**config.mk**
```make
export PLATFORM = sky130hd
export DESIGN_NAME = apu_frame_sequencer
export DESIGN_NICKNAME = d
export VERILOG_FILES = /design/src/rtl/apu_pkg.sv /design/src/rtl/apu_frame_divider.sv /design/src/rtl/apu_frame_sequencer.sv
export SDC_FILE = /design/constraint.sdc
export NUM_CORES = 1
export LEC_CHECK = 0
export BUFFER_PORTS_ARGS = -buffer_cell sky130_fd_sc_hd__buf_2
export CORE_ASPECT_RATIO = 0.8
export CORE_MARGIN = 5
export CORE_UTILIZATION = 30
export CTS_CLUSTER_DIAMETER = 200
export CTS_CLUSTER_SIZE = 12
export DETAILED_ROUTE_END_ITERATION = 10
export SETUP_SLACK_MARGIN = 0.4
export SKIP_LAST_GASP = 1
export SLEW_MARGIN = 20
export SYNTH_ARGS = -nofsm -noshare
export SYNTH_HDL_FRONTEND = slang
export SYNTH_SLANG_ARGS = --single-unit
```
**constraint.sdc**
```tcl
create_clock -name iClk -period 3.9 [get_ports iClk]
set_input_delay 0.78 -clock iClk [delete_from_list [all_inputs] [get_ports iClk]]
set_output_delay 0.78 -clock iClk [all_outputs]
set_load 0.1 [all_outputs]
```
**src/rtl/apu_pkg.sv**
```systemverilog
`default_nettype none
`timescale 1ns/1ps
// +--------------------------------------------------------------------------+
// | Package     : apu_pkg                                                    |
// | Description : Shared constants and types for the NES APU blocks: NTSC    |
// |               frame-step period, divider width, frame mode encoding and  |
// |               per-mode step counts.                                      |
// | Revision    : 1.0 - initial release                                      |
// +--------------------------------------------------------------------------+
package apu_pkg;

  localparam int APU_STEP_PERIOD_NTSC = 7457;
  localparam int APU_DIV_W            = 15;

  typedef enum logic {
    APU_MODE_4STEP = 1'b0,
    APU_MODE_5STEP = 1'b1
  } apuMode_t;

  localparam logic [2:0] APU_STEPS_4 = 3'd4;
  localparam logic [2:0] APU_STEPS_5 = 3'd5;

  // Index of the final step of a frame for the given mode.
  function automatic logic [2:0] apuLastStep(input apuMode_t mode);
    return (mode == APU_MODE_5STEP) ? (APU_STEPS_5 - 3'd1) : (APU_STEPS_4 - 3'd1);
  endfunction

endpackage
`default_nettype wire

```
**src/rtl/apu_frame_divider.sv**
```systemverilog
`default_nettype none
`timescale 1ns/1ps
// +--------------------------------------------------------------------------+
// | Module      : apu_frame_divider                                          |
// | Description : Tick prescaler for the frame sequencer. Counts iTick       |
// |               pulses 0..STEP_PERIOD-1 and flags the tick that wraps it.  |
// | Ports       : iClk, iReset_n (async, active-low)                         |
// |               iTick      - CPU-rate enable pulse                         |
// |               iClear     - synchronous clear, overrides iTick            |
// |               oStepDone  - combinational, high on the wrapping tick      |
// | Revision    : 1.0 - initial release                                      |
// +--------------------------------------------------------------------------+
module apu_frame_divider
  import apu_pkg::*;
#(
  parameter int STEP_PERIOD = APU_STEP_PERIOD_NTSC
) (
  input  logic iClk,
  input  logic iReset_n,
  input  logic iTick,
  input  logic iClear,
  output logic oStepDone
);

  localparam logic [APU_DIV_W-1:0] c_DIV_LAST = APU_DIV_W'(STEP_PERIOD - 1);

  logic [APU_DIV_W-1:0] r_divider;
  logic                 w_atLast;

  assign w_atLast = (r_divider == c_DIV_LAST);

  always_ff @(posedge iClk or negedge iReset_n) begin
    if (!iReset_n) begin
      r_divider <= '0;
    end else if (iClear) begin
      r_divider <= '0;
    end else if (iTick) begin
      r_divider <= w_atLast ? '0 : (r_divider + APU_DIV_W'(1));
    end
  end

  // A clear in the same cycle discards the step boundary.
  assign oStepDone = iTick & w_atLast & ~iClear;

endmodule
`default_nettype wire

```
**src/rtl/apu_frame_sequencer.sv**
```systemverilog
`default_nettype none
`timescale 1ns/1ps
// +--------------------------------------------------------------------------+
// | Module      : apu_frame_sequencer                                        |
// | Description : NES APU frame sequencer ($4017). Divides the CPU tick into |
// |               frame steps, emits quarter/half-frame strobes, and raises  |
// |               the frame IRQ in 4-step mode.                              |
// | Ports       : iClk, iReset_n (async, active-low)                         |
// |               iCpuTick    - one-cycle pulse per CPU cycle                |
// |               iWrite      - $4017 write strobe (iMode, iIrqInhibit)      |
// |               iIrqAck     - $4015 read strobe, clears the frame IRQ      |
// |               oQuarterFrame, oHalfFrame - one-cycle strobes              |
// |               oIrq        - frame IRQ level                              |
// |               oStep       - current step 0..4, oMode - latched mode      |
// | Config      : APU_FRAME_IRQ_EN - when defined, builds inhibit/IRQ logic; |
// |               otherwise oIrq is tied low.                                |
// | Revision    : 1.0 - initial release                                      |
// +--------------------------------------------------------------------------+
module apu_frame_sequencer
  import apu_pkg::*;
#(
  parameter int STEP_PERIOD = APU_STEP_PERIOD_NTSC
) (
  input  logic       iClk,
  input  logic       iReset_n,
  input  logic       iCpuTick,
  input  logic       iWrite,
  input  logic       iMode,
  input  logic       iIrqInhibit,
  input  logic       iIrqAck,
  output logic       oQuarterFrame,
  output logic       oHalfFrame,
  output logic       oIrq,
  output logic [2:0] oStep,
  output logic       oMode
);

  logic       w_stepDone;
  logic [2:0] w_stepNext;
  logic       w_quarter;
  logic       w_half;
  logic       w_irqSet;

  logic [2:0] r_step;
  apuMode_t   r_mode;
  logic       r_quarter;
  logic       r_half;

  apu_frame_divider #(
    .STEP_PERIOD (STEP_PERIOD)
  ) u_divider (
    .iClk      (iClk),
    .iReset_n  (iReset_n),
    .iTick     (iCpuTick),
    .iClear    (iWrite),
    .oStepDone (w_stepDone)
  );

  // Step-end decode: what the step that is just finishing emits.
  always_comb begin
    w_stepNext = r_step;
    w_quarter  = 1'b0;
    w_half     = 1'b0;
    w_irqSet   = 1'b0;
    if (w_stepDone) begin
      w_stepNext = (r_step == apuLastStep(r_mode)) ? 3'd0 : (r_step + 3'd1);
      case (r_step)
        3'd0: w_quarter = 1'b1;
        3'd1: begin
          w_quarter = 1'b1;
          w_half    = 1'b1;
        end
        3'd2: w_quarter = 1'b1;
        3'd3: begin
          // Step 3 is silent in 5-step mode and ends the frame in 4-step mode.
          if (r_mode == APU_MODE_4STEP) begin
            w_quarter = 1'b1;
            w_half    = 1'b1;
            w_irqSet  = 1'b1;
          end
        end
        3'd4: begin
          w_quarter = 1'b1;
          w_half    = 1'b1;
        end
        default: ;
      endcase
    end
  end

  always_ff @(posedge iClk or negedge iReset_n) begin
    if (!iReset_n) begin
      r_step    <= 3'd0;
      r_mode    <= APU_MODE_4STEP;
      r_quarter <= 1'b0;
      r_half    <= 1'b0;
    end else begin
      // w_stepDone is already suppressed by iWrite, so the write's immediate
      // 5-step clock is the only strobe source in a write cycle.
      r_quarter <= w_quarter | (iWrite & iMode);
      r_half    <= w_half    | (iWrite & iMode);
      if (iWrite) begin
        r_mode <= apuMode_t'(iMode);
        r_step <= 3'd0;
      end else begin
        r_step <= w_stepNext;
      end
    end
  end

`ifdef APU_FRAME_IRQ_EN
  logic r_inhibit;
  logic r_irqFlag;

  always_ff @(posedge iClk or negedge iReset_n) begin
    if (!iReset_n) begin
      r_inhibit <= 1'b0;
      r_irqFlag <= 1'b0;
    end else begin
      if (iWrite) begin
        r_inhibit <= iIrqInhibit;
      end
      // Priority: inhibiting write clears, then frame-end set, then ack.
      if (iWrite && iIrqInhibit) begin
        r_irqFlag <= 1'b0;
      end else if (w_irqSet && !r_inhibit) begin
        r_irqFlag <= 1'b1;
      end else if (iIrqAck) begin
        r_irqFlag <= 1'b0;
      end
    end
  end

  assign oIrq = r_irqFlag;
`else
  logic w_unusedIrqInputs;
  assign w_unusedIrqInputs = iIrqInhibit ^ iIrqAck ^ w_irqSet;
  assign oIrq = 1'b0;
`endif

  assign oQuarterFrame = r_quarter;
  assign oHalfFrame    = r_half;
  assign oStep         = r_step;
  assign oMode         = r_mode;

endmodule
`default_nettype wire

```
==> results.md <==
- Synth cell types: 38
- Setup WS post-layout: 1.91 ns
- Largest net degree at the start of global routing: 22
- Routed WL: 2490 um
- Row Count: 21
- Placer Congestion: 0.791
- Sink Count: 21
- Worst Max-Slew Pin Slew: 0.494 ns
- Most frequent cells after synthesis: 21 x dfrtp_1, 16 x nor2_1, 9 x inv_1, 8 x xnor2_1
- Cell Pwr Density: 304 nW/um2
- Worst path arrival time: 1.21 ns
- Vias/cell: 4.84
- Synth-to-Final Area Change: 8.66%
- Initial Utilization: 0.305
- Slew margin rel.: 0.666
- Leading area contributor after synthesis: dfrtp_1
- DR iter-0 viols: 40
- Cell with the most instances after synthesis: dfrtp_1
- First-pass GRT wire length: 4240 um
- H-Tree Depth: 1
- Critical path class: flip-flop to output port
- Fin crit share: 0.509
- Antenna-violating nets left: 0
- RSZ-0062 raised after global routing: false
- Register area share after synthesis: 0.418
- Core Region: 4130 um2
- Final Hold Fails: 0
- Multi-input gate area: 639 um2
- DR vias: 929
- Hold Crit Class: primary input to async pin
- Fillcell total: 443
- # IOs: 14
- Worst VDD drop: 0.0000970 V
- Post-synth top area share: 0.418
- EDFF count, synth: 0
- Share of cells above drive strength 1: 0.163
- Mean Syn Cell Area: 9.98 um2
- Setup TNS: 0 ns
- Buf+Inv Stages, Crit Path: 1
- Area contributors post-synth: dfrtp_1 42%, ha_1 7.0%, xnor2_1 5.6%
- Crit. End Element: output port
- Total global-route track usage: 0.101
- # nets final: 150
- DIE AREA: 5590 um2
- Top_reg_cell synth: dfrtp_1
- Final setup fails: 0
- CP Max Fanout: 7
- # diodes: 0
- Fmax: 504 MHz
- Hpwl dp: 1850 um
- Setup bufs post-CTS: 0
- Clk root buf: clkbuf_8
- Grt total ovfl: 0
- CP Launch Type: flip-flop
- Mapped Nets: 140
- Status: complete, no violations
- MaxCap Viol Count: 0
- CP top delay family: flip-flops
- Storage element area: 526 um2
- Initial antenna violation count: 0
- Tmin final: 1.99 ns
- Data required, critical path: 3.12 ns
- Drt drc: 0
- Chip width: 82.4 um
- Final Skew: 0.00718 ns
- Slowest stage delay, CP: 0.47 ns
- Synthesized cell area: 1260 um2
- Port bufs: 10
- Post-synthesis register bit count: 21
- CTS max path bufs: 2
- Post_cts resized: 0
- Pre-CTS WS: 1.93 ns
- Slowest CP cell: dfrtp_1
- Clock-pin transition on the worst setup and hold timing paths: 0.08 ns
- Cts-stage hold buffer count: 0
- Cell-by-cell trace of the critical path: buf_2
- Asr flop ratio synth: 1.00
- CTS Buf Count: 3
- DR WL/cell: 13.0 um
- Synth warnings: 0
- Pre-antenna DRT Iters: 4
- Post-Syn Instances: 126
- Vias in the first global route: 967
- Slew Limit Fails: 0
- Static Leak: 0.586 nW
- Clk Latency, worst-skew pair: 0.26 ns
- Vert. Die Dim: 67.9 um
- CTS tree: done
==> per-stage QoR <==
| stage | std cells | area (um2) | util | hold slack, ns | power (mW) |
|---|---|---|---|---|---|
| 3_5_place_dp | 188 | 1320 | 0.320 | 0.548 | 0.280 |
| 4_1_cts | 192 | 1370 | 0.331 | 0.480 | 0.425 |
| 6_report | 192 | 1370 | 0.331 | 0.476 | 0.416 |
| 2_1_floorplan | 126 | 1260 | - | 0.484 | 0.271 |
| 3_3_place_gp | 188 | 1320 | 0.320 | 0.532 | 0.278 |
| 5_1_grt | 192 | 1370 | 0.331 | 0.514 | 0.438 |
==> placed cells by master (no fill, tap or decap), types with 2 or more instances in the layout <==
cell and n:
dfrtp_1 21, nand3_1 6, buf_2 10, inv_1 9, nor2_1 16, a21o_1 2, nand2_1 7, nor4_1 5
o22ai_1 2, nor2b_1 3, xnor2_1 8, ha_1 7, a22o_1 2, o21ai_0 5, nor3_1 4, clkbuf_8 3
xor2_1 4
==> area by class of cell <==
| cell class | count | area share |
|---|---|---|
| inverter | 9 | 0.0247 |
| sequential | 21 | 0.385 |
| clock inverter | 1 | 0.00366 |
| multi-input combinational | 91 | 0.468 |
| tap | 57 | 0.0522 |
| timing repair buffer | 10 | 0.0366 |
| clock buffer | 3 | 0.0302 |
==> flip-flops by register name, summed over array words and instances (netlist names) <==
name and count:
oQuarterFrame 1, u_divider.r_divider 15, oStep 3, oMode 1, oHalfFrame 1
==> path summary, 6_finish.rpt <==
kind | to | slack (ns) | from | cells after the start
max in group asynchronous | u_divider.r_divider[3] | 3.08 | iReset_n | 1
max | oStep[2] | 1.91 | oStep[2] | 1
max reg2reg | oStep[1] | 2.06 | u_divider.r_divider[7] | 4
min | oMode | 0.48 | iReset_n | 1
min in group iClk | u_divider.r_divider[13] | 0.57 | u_divider.r_divider[13] | 1
min reg2reg | u_divider.r_divider[13] | 0.57 | u_divider.r_divider[13] | 1
==> cells by family after synthesis <==
group / count (synthesis) / synth area share
AND/OR/NAND/NOR: 52 / 0.241
flip-flops: 21 / 0.418
AO/OA/AOI/OAI: 18 / 0.103
buffers and inverters: 14 / 0.0736
XOR/XNOR: 12 / 0.0836
adder cells (fa/ha/maj): 7 / 0.0696
other: 1 / 0.00298
multiplexers: 1 / 0.00796
==> routing by layer <==
metal | GRT usage | wire length (um) | vias to the layer above
met2 | 0.158 | 1130 | 30
met4 | 0.0498 | 25 | 0
met1 | 0.121 | 1140 | 437
met3 | 0.0395 | 195 | 2
met5 | 0 | 0 | -
li1 | - | - | 460
==> power breakdown <==
group	switching, mW	internal, mW	leakage [nW]	total, mW
combinational	0.0373	0.0104	0.272	0.0477
sequential	0.00542	0.222	0.288	0.227
clock	0.0696	0.0711	0.0255	0.141
total	0.112	0.303	0.586	0.416
No activity file was read; power rests on OpenSTA's default activity.
